## config.mk

```make
export PLATFORM = sky130hd
export DESIGN_NAME = code_programmer
export DESIGN_NICKNAME = d
export VERILOG_FILES = /design/src/rtl/code_programmer.sv
export SDC_FILE = /design/constraint.sdc
export NUM_CORES = 1
export LEC_CHECK = 0
export CORE_MARGIN = 5
export CORE_UTILIZATION = 40
export CTS_CLUSTER_DIAMETER = 30
export DETAILED_ROUTE_END_ITERATION = 8
export HOLD_SLACK_MARGIN = 0.02
export SETUP_SLACK_MARGIN = 0.3
export SLEW_MARGIN = 25
export SYNTH_ARGS = -nofsm -noshare
export SYNTH_HDL_FRONTEND = slang
export SYNTH_SLANG_ARGS = --single-unit
```

## constraint.sdc

```tcl
create_clock -name clk -period 3.3 [get_ports clk]
set_input_delay 0.66 -clock clk [delete_from_list [all_inputs] [get_ports clk]]
set_output_delay 0.66 -clock clk [all_outputs]
set_load 0.01 [all_outputs]
```

## src/rtl/code_programmer.sv

```systemverilog
// code_programmer: writer side of the alarm code check. Captures a new button code
// twice (entry, then confirmation) and commits it to a held register when both agree.
`timescale 1ns/1ps
module code_programmer #(
   parameter int                    CODE_LEN      = 4,
   parameter logic [2*CODE_LEN-1:0] DEFAULT_CODE  = 8'b01_11_10_01,
   parameter int                    TIMEOUT_TICKS = 50
) (
   input  logic                  clk,
   input  logic                  rst,
   input  logic                  prog_req,
   input  logic                  b1,
   input  logic                  b2,
   input  logic                  b3,
   input  logic                  check,
   input  logic                  tick_lf,
   output logic [2*CODE_LEN-1:0] code,
   output logic                  prog_active,
   output logic                  prog_done,
   output logic                  prog_err
);

   localparam int CNT_W = $clog2(CODE_LEN + 1);
   localparam int SEL_W = (CODE_LEN > 1) ? $clog2(CODE_LEN) : 1;
   localparam int TMO_W = $clog2(TIMEOUT_TICKS + 1);

   typedef enum logic [1:0] {
      S_IDLE   = 2'd0,
      S_ENTER1 = 2'd1,
      S_ENTER2 = 2'd2
   } state_t;

   state_t                      r_state;
   logic [CNT_W-1:0]            r_idx;
   logic [TMO_W-1:0]            r_tmo;
   logic [CODE_LEN-1:0][1:0]    r_shadow1;
   logic [CODE_LEN-1:0][1:0]    r_shadow2;
   logic [2*CODE_LEN-1:0]       r_code;
   logic                        r_active;
   logic                        r_done;
   logic                        r_err;
   logic                        r_b1_q, r_b2_q, r_b3_q, r_check_q, r_req_q;

   logic                        w_ev_b1, w_ev_b2, w_ev_b3, w_ev_check, w_ev_req;
   logic [1:0]                  w_n_btn;
   logic [1:0]                  w_digit;
   logic                        w_idx_full;
   logic                        w_tmo_last;
   logic                        w_evt_err;
   logic [SEL_W-1:0]            w_sel;

   assign w_ev_b1    = b1       & ~r_b1_q;
   assign w_ev_b2    = b2       & ~r_b2_q;
   assign w_ev_b3    = b3       & ~r_b3_q;
   assign w_ev_check = check    & ~r_check_q;
   assign w_ev_req   = prog_req & ~r_req_q;

   assign w_n_btn    = {1'b0, w_ev_b1} + {1'b0, w_ev_b2} + {1'b0, w_ev_b3};
   assign w_idx_full = (r_idx == CNT_W'(CODE_LEN));
   assign w_tmo_last = (r_tmo == TMO_W'(TIMEOUT_TICKS - 1));
   assign w_sel      = r_idx[SEL_W-1:0];

   // Any event combination that cannot be a legal step of the entry aborts it.
   assign w_evt_err  = (w_n_btn > 2'd1)
                     || ((w_n_btn == 2'd1) && (w_ev_check || w_idx_full))
                     || (w_ev_check && !w_idx_full);

   // NOTE: every output of a combinational block gets a default first, so no latch is inferred.
   always_comb begin
      w_digit = 2'd3;
      if (w_ev_b1)      w_digit = 2'd1;
      else if (w_ev_b2) w_digit = 2'd2;
   end

   always_ff @(posedge clk or posedge rst) begin
      if (rst) begin
         r_b1_q    <= 1'b0;
         r_b2_q    <= 1'b0;
         r_b3_q    <= 1'b0;
         r_check_q <= 1'b0;
         r_req_q   <= 1'b0;
      end else begin
         r_b1_q    <= b1;
         r_b2_q    <= b2;
         r_b3_q    <= b3;
         r_check_q <= check;
         r_req_q   <= prog_req;
      end
   end

   // NOTE: non-blocking assignments so every register samples the pre-edge values.
   always_ff @(posedge clk or posedge rst) begin
      if (rst) begin
         r_state   <= S_IDLE;
         r_idx     <= '0;
         r_tmo     <= '0;
         // NOTE: the shadow registers are small flops, not RAM, so they take the reset too.
         r_shadow1 <= '0;
         r_shadow2 <= '0;
         r_code    <= DEFAULT_CODE;
         r_active  <= 1'b0;
         r_done    <= 1'b0;
         r_err     <= 1'b0;
      end else begin
         r_done <= 1'b0;
         r_err  <= 1'b0;
         case (r_state)
            S_IDLE: begin
               if (w_ev_req) begin
                  r_state  <= S_ENTER1;
                  r_active <= 1'b1;
                  r_idx    <= '0;
                  r_tmo    <= '0;
               end
            end
            S_ENTER1, S_ENTER2: begin
               if (!prog_req) begin
                  r_state  <= S_IDLE;
                  r_active <= 1'b0;
               end else if (w_evt_err) begin
                  r_state  <= S_IDLE;
                  r_active <= 1'b0;
                  r_err    <= 1'b1;
               end else if (w_n_btn == 2'd1) begin
                  if (r_state == S_ENTER1) r_shadow1[w_sel] <= w_digit;
                  else                     r_shadow2[w_sel] <= w_digit;
                  r_idx <= r_idx + CNT_W'(1);
                  r_tmo <= '0;
               end else if (w_ev_check) begin
                  if (r_state == S_ENTER1) begin
                     r_state <= S_ENTER2;
                     r_idx   <= '0;
                     r_tmo   <= '0;
                  end else begin
                     r_state  <= S_IDLE;
                     r_active <= 1'b0;
                     if (r_shadow2 == r_shadow1) begin
                        r_code <= r_shadow1;
                        r_done <= 1'b1;
                     end else begin
                        r_err  <= 1'b1;
                     end
                  end
               end else if (tick_lf) begin
                  if (w_tmo_last) begin
                     r_state  <= S_IDLE;
                     r_active <= 1'b0;
                     r_err    <= 1'b1;
                  end else begin
                     r_tmo <= r_tmo + TMO_W'(1);
                  end
               end
            end
            default: begin
               r_state  <= S_IDLE;
               r_active <= 1'b0;
            end
         endcase
      end
   end

   assign code        = r_code;
   assign prog_active = r_active;
   assign prog_done   = r_done;
   assign prog_err    = r_err;

endmodule
```

---- Word level (Yosys, flattened, before mapping) ----
Index checks and enable logic that the tools add are counted.
cells by class
  add/sub/neg operators ................... 4
  magnitude comparators ................... 3
  equal/unequal tests ..................... 18
  muxes and demuxes ....................... 56
  bitwise logic cells ..................... 13
  reduce and logical (&&, ||, !) cells .... 17
operators by type and width
  cell                                            count
  two-way mux 6 bit                               8
  two-way mux 1 bit                               25
  two-way mux 2 bit                               10
  two-way mux 3 bit                               6
  bitwise mux 8 bit                               2
  != test 4 bit (second input constant)           4
  != test 5 bit (second input constant)           3
  AND reduction 5 bit                             3
  AND reduction 7 bit                             2
  case mux 6 bit (2 select lines)                 1
  == test 8 bit                                   1
  NOT 1 bit                                       8
  adder 6 x 1 -> 6 bit (second input constant)    1
  == test 6 bit (second input constant)           1
  != test 2 bit (second input constant)           3
  != test 3 bit (second input constant)           2
  case mux 3 bit (2 select lines)                 1
  AND reduction 6 bit                             1
  bitwise AND 1 bit                               5
  demux 2 bit (select 2 bit)                      1
  == test 2 x 1 -> 1 bit (second input constant)  2
  case mux 2 bit (2 select lines)                 1
  AND reduction 4 bit                             1
  adder 3 x 1 -> 3 bit (second input constant)    1
  14 further kinds                                18
word-level totals
  register bits ........................... 43
  bits of input ports ..................... 8
  output and inout bits ................... 11
  word-level logic and storage cells ...... 131

---- Logic depth before layout (Yosys ltp) ----
  depth in word-level cells ............... 11
  mapped depth ............................ 10
  gate-level depth less buffers ........... 8

---- Worst setup path before layout ----
OpenSTA, ideal clock, no wires.
  kind .................................... input to register
  start point ............................. input b1
  end point ............................... register r_code[1] (netlist: code[1])
  library setup time ...................... 0.125 ns
  data arrival time ....................... 2.999 ns
  path slack .............................. 0.176 ns
  stages .................................. 8
  path buffers ............................ 1
  path through ............................ nand2b_1 > clkbuf_1 > inv_1 > fa_1 > and3_4 > a2111o_2 > nor4_4 > mux2_2
on the way
  longest elaborated chain between the ends .. 9
  elaborated cells on any way between the ends .. 11
  classes of those cells .................. 2 x add/sub; 1 x order compare; 1 x eq/ne; 3 x bitwise; 4 x reduce/logical
ends and longest elaborated chain
  element                                 RTL line  source
  start: declaration                      12        input logic b1,
  bitwise AND 1 bit *                     52        assign w_ev_b1 = b1 & ~r_b1_q;
  adder 1 x 1 -> 2 bit *                  58        assign w_n_btn = {1'b0, w_ev_b1} + {1'b0, w_ev_b2} + {1'b0, w_ev_b3};
  adder 2 x 1 -> 2 bit *                  58
  == test 2 x 1 -> 1 bit                  65, 124
  logical AND 1 bit                       65        || ((w_n_btn == 2'd1) && (w_ev_check || w_idx_full))
  logical OR 1 bit                        65
  logical OR 1 bit                        66        || (w_ev_check && !w_idx_full);
  NOT 1 bit (no source line)              n/a
  AND reduction 7 bit (no source line) *  n/a
  end signal: assignment                  138       r_code <= r_shadow1;
  end: declaration                        38        logic [2*CODE_LEN-1:0] r_code;
Every way passes the cells marked *; elsewhere a longest branch is shown, timed or not.
A chain may end at the register's enable or synchronous reset.

---- Worst setup path after layout ----
  start point ............................. input b2
  end point ............................... register r_state[1]
on the way
  longest elaborated chain between the ends .. 10
  elaborated cells on any way between the ends .. 15
  classes of those cells .................. 2 x add/sub; 1 x order compare; 4 x eq/ne; 3 x mux; 1 x bitwise; 4 x reduce/logical
ends and longest elaborated chain
  element                          RTL line  source
  start: declaration               13        input logic b2,
  bitwise AND 1 bit *              53        assign w_ev_b2 = b2 & ~r_b2_q;
  adder 1 x 1 -> 2 bit *           58
  adder 2 x 1 -> 2 bit *           58
  == test 2 x 1 -> 1 bit           65, 124
  logical AND 1 bit                65
  logical OR 1 bit                 65
  logical OR 1 bit                 66
  two-way mux 2 bit                120       end else if (w_evt_err) begin
  two-way mux 2 bit                117       if (!prog_req) begin
  case mux 2 bit (2 select lines)  107       case (r_state)
  end signal: assignment           110       r_state <= S_ENTER1;
  end signal: assignment           118       r_state <= S_IDLE;
  end signal: assignment           121       r_state <= S_IDLE;
  end: declaration                 33        state_t r_state;
Marked as above.

==> results.md <==
* Result of the run: completed
* Gate Count Post-Synth at 192
* Crit Path Class: input pin to register
* TritonCTS Sinks at 43
* Post-Syn Area at 2223 sq um
* DRC at 0
* Critical path arrival at 3.17 ns
* Largest net degree at the start of global routing at 44
* 1st-pass router iterations at 4
* Total Nets Final at 254
* Antenna violations before repair at 0
* Worst-path maximum fanout at 4
* Die area at 7150 sq um
* Syn_nets at 212
* Synth unique cells at 46
* Sequential fraction of the synthesis area at 0.4868
* Core ar. at 5439 sq um
* Total track usage at 0.1324
* Reg clk slew, reported paths at 0.08 ns
* Clock tree buffer depth at 2
* Post-synth EDFFs at 0
* Post-synth top flop: dfrtp_1
* Worst skew pair latency at 0.30 ns
* Max Cap Viol at 0
* Die H at 84.56 um
* Initial Util at 0.4088
* Number of global-route vias before repair at 1562
* Vias per cell at 5.111
* Placed insts at 296
* Gr ovfl total at 0
* Crit path max-delay cell type: clkdlybuf4s50_1
* Least-Margin Pin Slew at 0.5196 ns
* Most frequent cells in the layout: dfrtp_1 (38), mux2_2 (25), buf_4 (19), clkdlybuf4s50_1 (18), nand2_1 (16)
* Most common cell after layout, fill and taps aside: dfrtp_1
* Syn avg cell area at 11.58 sq um
* Setup violations, final at 0
* Fill count at 513
* CP endpoint kind: register
* Non-Filler Instances at 307
* Hold Vio Cnt, Final at 0
* Max frequency at 341.8 MHz
* Tightest Hold Check Type: register to register
* 1st-iter DRT viols at 81
* Antenna Cells at 0
* Final min period at 2.926 ns
* Share of synthesized registers carrying an async set or reset at 1.000
* Skew final at 0.006397 ns
* Final Cell Area at 2775 sq um
* Placed inst area at 2604 sq um
* Num rows at 27
* GPL Wtd Cong at 0.7387
* Pleak at 1.262 nW
* CP max stage delay at 0.48 ns
* Post-DR wirelength/cell at 14.22 um
* Vias at 1569
* Final core utilization at 0.5102
* Peak VDD IR at 0.0002939 V
* Share of layout cells above drive strength 1 at 0.2979
* Chip width at 84.56 um
* Slew Limit Fails at 0
* Hold Slack at 0.4958 ns
* Period utilisation layout at 0.8865
* Buffers added on ports at 18
* CTS H-tree depth at 2
* Yosys warns at 0
* # hold bufs at CTS at 0
* First-pass GRT wire length at 7624 um
* Area grow syn2layout at 24.82%
* Worst Setup Start Kind: input pin
* Critical-path cell list: clkdlybuf4s50_1, nor2b_4, fa_1, and3_4, a2111o_2, buf_6, or3_2, o2bb2a_2
* Post-detail-place hpwl at 3218 um
* Post-synthesis register bit count at 43
* TritonCTS Buffers at 5
* Post-DRT Antenna Nets at 0
* Pwr Density at 671.9 nW/um^2
* Drt total wl at 4366 um
* CTS tree: done
* Worst endpoint required time at 3.54 ns
* RSZ-0062 raised after global routing: false
* IO Pins at 19
* Rel. slew slack at 0.6504
* Root buffer cell: clkbuf_8
[cells by family after synthesis]
group	after synthesis	synth area share
and+or+nand+nor	58	0.1497
adders and majority gates	12	0.07091
DFF	43	0.4868
xor gates and xnor gates	8	0.03152
AOI/OAI and AO/OA	33	0.1052
muxes	26	0.1311
buffers and inverters	12	0.02476
[path summary, 6_finish.rpt]
path,start,endpoint,slack (ns),cells after the start
max,b2,r_state[1],0.37,8
min,prog_active,prog_active,0.50,1
max reg2reg,r_state[0],r_state[1],0.78,7
min reg2reg,prog_active,prog_active,0.50,1
max in group asynchronous,rst,code[4],2.14,3
min in group asynchronous,rst,r_idx[2],0.79,3
[critical path, delay by kind of cell]
family	cells	cell delay [ns]
AO/OA/AOI/OAI	2	0.64
AND/OR/NAND/NOR	3	0.79
adder cells (fa/ha/maj)	1	0.46
buffers and inverters	2	0.62
[flip-flops by register name, indices dropped and copies added, names as in the netlist, 2 cells and up]
| register | flops |
|---|---|
| code | 8 |
| r_idx | 3 |
| r_shadow1 | 8 |
| r_shadow2 | 8 |
| r_state | 2 |
| r_tmo | 6 |
[cells in the mapped netlist, types with 2 or more instances]
cell type	count	share of area
a211o_1	2	0.0079
a21boi_0	4	0.014
a21oi_1	4	0.0090
and4_1	2	0.0079
dfrtp_1	38	0.43
dfstp_2	5	0.059
ha_1	11	0.062
inv_1	8	0.014
mux2_2	25	0.13
nand2_1	16	0.027
nand2b_1	4	0.011
nand3_1	5	0.011
nand4_1	3	0.0084
nor2_1	5	0.0084
nor2b_1	5	0.014
nor3_1	4	0.0090
nor4_1	3	0.0084
o21a_1	2	0.0068
o21ai_0	9	0.020
or3_1	4	0.011
xor2_1	8	0.032
[power breakdown]
group | internal (mW) | switching, mW
clock network | 0.225 | 0.189
logic | 0.367 | 0.352
registers | 0.642 | 0.0887
total | 1.23 | 0.630
[layout make-up]
type	count	area [sq um]	area share
Inverter	8	30.03	0.01082
Tap cell	72	90.09	0.03246
Multi-Input combinational cell	137	1115	0.4017
Sequential cell	43	1082	0.3900
Timing Repair Buffer	39	345.3	0.1244
Clock buffer	5	68.82	0.02480
Clock inverter	3	43.79	0.01578
[metal layers]
layer	wire, um	GRT usage
met1	2023	0.1754
met2	2157	0.2107
met3	116	0.03533
met4	68	0.04317
met5	0	0
[metrics by stage]
| step | setup TNS [ns] | setup slack [ns] | power (mW) |
|---|---|---|---|
| 2_1_floorplan | 0 | 0.2670 | 1.187 |
| 3_3_place_gp | -1.127 | -0.1298 | 1.416 |
| 3_5_place_dp | -1.591 | -0.1495 | 1.428 |
| 4_1_cts | 0 | 0.3109 | 1.866 |
| 5_1_grt | 0 | 0.2852 | 2.011 |
| 6_report | 0 | 0.3745 | 1.865 |
[repair_timing]
| item | 4_1_cts | 5_1_grt |
|---|---|---|
| pin swaps | 3 | 2 |
| setup endpoints to repair | 16 | 17 |
| resized for setup | 2 | 9 |
| hold endpoints to repair | 0 | 0 |
| buffers inserted | 2 | 1 |
Power figures use the tool's default switching activity.
